**src/rtl/load_store_unit.sv**
```systemverilog
// Load/store sequencer between the datapath memory request and a word-only dmem
// with one-cycle registered reads; byte stores are done as read-modify-write.
module load_store_unit #(
    parameter int ADDR_W = 8,
    parameter int DATA_W = 32
) (
    input  logic              clk,
    input  logic              reset,
    input  logic              req_valid,
    output logic              req_ready,
    input  logic              req_we,
    input  logic              req_byte,
    input  logic [ADDR_W-1:0] req_addr,
    input  logic [DATA_W-1:0] req_wdata,
    output logic              resp_valid,
    input  logic              resp_ready,
    output logic [DATA_W-1:0] resp_rdata,
    output logic              resp_fault,
    output logic              mem_we,
    output logic [ADDR_W-1:0] mem_a,
    output logic [DATA_W-1:0] mem_wd,
    input  logic [DATA_W-1:0] mem_rd
);

    typedef enum logic [2:0] {IDLE, READ, WAIT, WRITE, RESP} state_t;

    state_t            state, state_next;
    logic [ADDR_W-1:0] addr;
    logic              is_store;
    logic              is_byte;
    logic [DATA_W-1:0] wdata;
    logic [DATA_W-1:0] merged;
    logic [DATA_W-1:0] rdata;
    logic              fault;

    logic              accept;
    logic              req_misaligned;
    logic [4:0]        lane_bit;
    logic [7:0]        lane_byte;
    logic [DATA_W-1:0] merge_word;

    assign accept         = req_valid && (state == IDLE);
    assign req_misaligned = !req_byte && (req_addr[1:0] != 2'b00);
    assign lane_bit       = {addr[1:0], 3'b000};

    // Lane extraction for byte loads and lane replacement for byte stores.
    always_comb begin
        lane_byte  = mem_rd[lane_bit +: 8];
        merge_word = mem_rd;
        merge_word[lane_bit +: 8] = wdata[7:0];
    end

    always_comb begin
        state_next = state;
        case (state)
            IDLE: begin
                if (accept) begin
                    if (req_misaligned)
                        state_next = RESP;
                    else if (req_we && !req_byte)
                        state_next = WRITE;
                    else
                        state_next = READ;
                end
            end
            READ:  state_next = WAIT;
            WAIT:  state_next = is_store ? WRITE : RESP;
            WRITE: state_next = RESP;
            RESP:  state_next = resp_ready ? IDLE : RESP;
            default: state_next = IDLE;
        endcase
    end

    always_ff @(posedge clk) begin
        if (reset) begin
            state    <= IDLE;
            addr     <= '0;
            is_store <= 1'b0;
            is_byte  <= 1'b0;
            wdata    <= '0;
            merged   <= '0;
            rdata    <= '0;
            fault    <= 1'b0;
        end else begin
            state <= state_next;
            if (accept) begin
                addr     <= req_addr;
                is_store <= req_we;
                is_byte  <= req_byte;
                wdata    <= req_wdata;
                rdata    <= '0;
                fault    <= req_misaligned;
            end
            // mem_rd holds the word addressed during READ.
            if (state == WAIT) begin
                if (is_store)
                    merged <= merge_word;
                else if (is_byte)
                    rdata <= {{(DATA_W-8){1'b0}}, lane_byte};
                else
                    rdata <= mem_rd;
            end
        end
    end

    assign req_ready  = (state == IDLE);
    assign resp_valid = (state == RESP);
    assign resp_rdata = rdata;
    assign resp_fault = fault;
    assign mem_a      = {addr[ADDR_W-1:2], 2'b00};
    // Gated by reset so a write cannot commit on the edge that aborts it.
    assign mem_we     = (state == WRITE) && !reset;
    assign mem_wd     = (state == WRITE) ? (is_byte ? merged : wdata) : '0;

endmodule
```
**config.mk**
```make
export PLATFORM = sky130hd
export DESIGN_NAME = load_store_unit
export DESIGN_NICKNAME = d
export VERILOG_FILES = /design/src/rtl/load_store_unit.sv
export SDC_FILE = /design/constraint.sdc
export NUM_CORES = 1
export LEC_CHECK = 0
export BUFFER_PORTS_ARGS = -buffer_cell sky130_fd_sc_hd__buf_2
export CAP_MARGIN = 30
export CORE_ASPECT_RATIO = 0.5
export CORE_MARGIN = 3
export CORE_UTILIZATION = 55
export CTS_CLUSTER_SIZE = 30
export DETAILED_ROUTE_END_ITERATION = 16
export GPL_ROUTABILITY_DRIVEN = 0
export GPL_TIMING_DRIVEN = 0
export PLACE_DENSITY_LB_ADDON = 0.15
export SLEW_MARGIN = 20
export SYNTH_ARGS = -nofsm -noshare
export SYNTH_HDL_FRONTEND = slang
export SYNTH_SLANG_ARGS = --single-unit
```
**constraint.sdc**
```tcl
create_clock -name clk -period 4.8 [get_ports clk]
set_clock_uncertainty 0.05 [all_clocks]
set_input_delay 0.48 -clock clk [delete_from_list [all_inputs] [get_ports clk]]
set_output_delay 0.48 -clock clk [all_outputs]
set_load 0.02 [all_outputs]
```
==> impl_metrics.json <==
{
  "wire_per_inst_um": 17.4,
  "area_growth_pct": 24.4,
  "grt_pass1_vias": 4602,
  "num_rows": 23,
  "arrival_ps": 2020,
  "netlist.area_leader.share": 0.444,
  "grt_max_degree": 17,
  "final.setup.tns_ps": 0,
  "ys_ff_latch": 110,
  "cts_resized": 0,
  "clock_latency_ps": 350,
  "ir_drop_uv": 202,
  "diodes": 0,
  "io_pins": 154,
  "switchingPower_mw": 0.594,
  "grt_first_pass_wirelength_um": 23700,
  "ant_nets": 0,
  "ys_warn_count": 0,
  "status": "finished clean",
  "critPathKind": "reg -> out",
  "cp_cell_sequence": "buf_2 -> clkbuf_1 -> mux2i_1 -> nor2_1 -> buf_2",
  "antenna_found_initial": 0,
  "powerDensity_nw_per_um2": 344,
  "drc_errors": 0,
  "cts_tree": "yes",
  "start_util": 0.593,
  "coreArea_um2": 8370,
  "dieArea_um2": 10300,
  "postCtsSetupBuffers": 0,
  "root_buffer": "clkbuf_16",
  "firstDrtPassIters": 5,
  "syn_inst": 592,
  "syn_avg_cell_area_um2": 8.38,
  "whs_ps": 308,
  "dpl.hpwl_um": 11400,
  "hp-class": "in -> reg",
  "ctsHoldBuffers": 0,
  "dr_total_vias": 4998,
  "clkPwrFrac": 0.365,
  "nets": 838,
  "die_h_um": 73.2,
  "synth_edf_count": 0,
  "yosysUniqueCellTypes": 40,
  "period_needed_ps": 2550,
  "drt_iter0_markers": 612,
  "ys.flop_type": "dfxtp_1",
  "cts_buffer_depth": 2,
  "synthArstFlopShare": 0,
  "power_frac_seq": 0.470,
  "max_stage_delay_ps": 560,
  "slew_headroom": 0.467,
  "synthTopCellsByCount": "110 x dfxtp_1, 104 x nand2_1, 93 x nor2_1, 45 x a21oi_1, 40 x mux2i_1",
  "finalHoldViolCount": 0,
  "n_fill_cell": 675,
  "numCtsBuffers": 9,
  "fin_total_pwr_mw": 2.12,
  "end_kind": "output pin",
  "yosysSeqAreaShare": 0.444,
  "synthTopCellsByArea": "dfxtp_1 44%, mux2i_1 8.1%, nand2_1 7.9%",
  "viasPerCell": 5.74,
  "reg2reg_depth": 7,
  "critPathLaunchType": "flip-flop",
  "portBuffers": 151,
  "grt_usage": 0.297,
  "setup_viol": 0,
  "sw_frac_of_total": 0.280,
  "max-cap-violations": 0,
  "wl_um": 15200,
  "power_frac_comb": 0.165,
  "worstPathRequired_ps": 4270,
  "clkSlewWorstSetupHoldPaths_ps": 70,
  "hold_depth": 3,
  "synth_top_area_cell": "dfxtp_1",
  "rsz0062_at_grt": "false",
  "drv_slew": 0,
  "overflow": 0,
  "critPathMostFrequentCell": "buf_2",
  "worstMarginPinSlew_ps": 793,
  "path_max_fanout": 10,
  "yosysMostFrequentCell": "dfxtp_1",
  "min_period_over_period": 0.530,
  "p_leak_nw": 2.60,
  "cell_internal_pwr_mw": 1.53,
  "h-tree-depth": 3,
  "cp_slowest_cell": "clkbuf_1",
  "fp.dieW_um": 140,
  "clkSinkCount": 110,
  "max_freq_mhz": 393,
  "drive_gt1_frac": 0.271,
  "syn_area_um2": 4960
}
==> layout make-up <==
type                            count  area, um^2  share of cell area
Buffer                             53         284              0.0460
Clock buffer                       12         267              0.0432
Clock inverter                      3        42.5             0.00689
Inverter                            9        33.8             0.00547
Multi-Input combinational cell    421        2450               0.396
Sequential cell                   110        2200               0.357
Tap cell                          112         140              0.0227
Timing Repair Buffer              151         756               0.122
==> metal layers <==
| layer | global-route usage | vias to the layer above | part of all wire |
|---|---|---|---|
| met4 | 0.0988 | 0 | 0.018 |
| met5 | 0 | - | 0 |
| met2 | 0.450 | 269 | 0.43 |
| met3 | 0.0903 | 30 | 0.12 |
| met1 | 0.409 | 2313 | 0.43 |
| li1 | - | 2386 | - |
==> worst max-delay path: cells and delay by family, from the launching register on <==
kind                   cells  cell delay [ps]
buffers and inverters      3             1020
DFF                        1              320
muxes                      1              260
and+or+nand+nor            1               60
==> stage by stage <==
step | utilization | instance area (um^2) | setup slack (ps) | cells
2_1_floorplan | - | 4970 | 2790 | 593
3_3_place_gp | 0.700 | 5860 | 2450 | 856
3_5_place_dp | 0.700 | 5860 | 2390 | 856
4_1_cts | 0.737 | 6170 | 2260 | 871
5_1_grt | 0.737 | 6170 | 2110 | 871
6_report | 0.737 | 6170 | 2250 | 871
==> cells in the final DEF (no fill, tap or decap), types with 2 or more instances in the layout <==
cell,count
nor3_1,34
nand3b_1,2
inv_1,8
a22oi_1,25
clkbuf_1,23
clkbuf_8,3
o22ai_1,7
mux2i_1,40
a221oi_1,26
a221oi_2,6
buf_4,12
nor2_1,93
buf_6,3
o21ai_0,3
clkbuf_16,9
o21a_1,2
conb_1,2
a21oi_1,45
ha_1,5
dfxtp_1,110
and4_1,2
and2_1,2
o2bb2ai_1,7
nor2b_1,2
nand2_1,104
buf_2,165
==> sequential cells by signal, summed over array words and instances (netlist names) <==
signal	flops
addr	8
wdata	32
is_store	1
merged	32
resp_rdata	32
resp_fault	1
is_byte	1
state	3
==> power by group through the flow <==
stage          logic (mW)  clock network, mW  registers [mW]
3_3_place_gp        0.337                  0            1.01
4_1_cts             0.346              0.775           0.994
3_5_place_dp        0.343                  0            1.01
6_report            0.350              0.775           0.997
2_1_floorplan       0.221                  0            1.01
5_1_grt             0.385              0.815            1.00
==> logic make-up (layout without fill, tap and decap cells) <==
family | count (synthesis) | after routing | share of synthesized area
mux | 40 | 40 | 0.0807
compound gates | 125 | 125 | 0.181
flops | 110 | 110 | 0.444
simple gates | 249 | 249 | 0.217
buf+inv | 62 | 228 | 0.0640
fa+ha+maj | 5 | 5 | 0.0126
other cells | 1 | 2 | 0.000756
==> worst paths after layout <==
kind                               startpoint    endpoint  slack [ps]
worst min register to register      wdata[29]   wdata[29]         400
worst max-delay path                  is_byte  mem_wd[30]        2250
worst min-delay path            req_wdata[14]   wdata[14]         310
worst max register to register        addr[1]  merged[23]        2290
No activity file was read; power rests on OpenSTA's default activity.
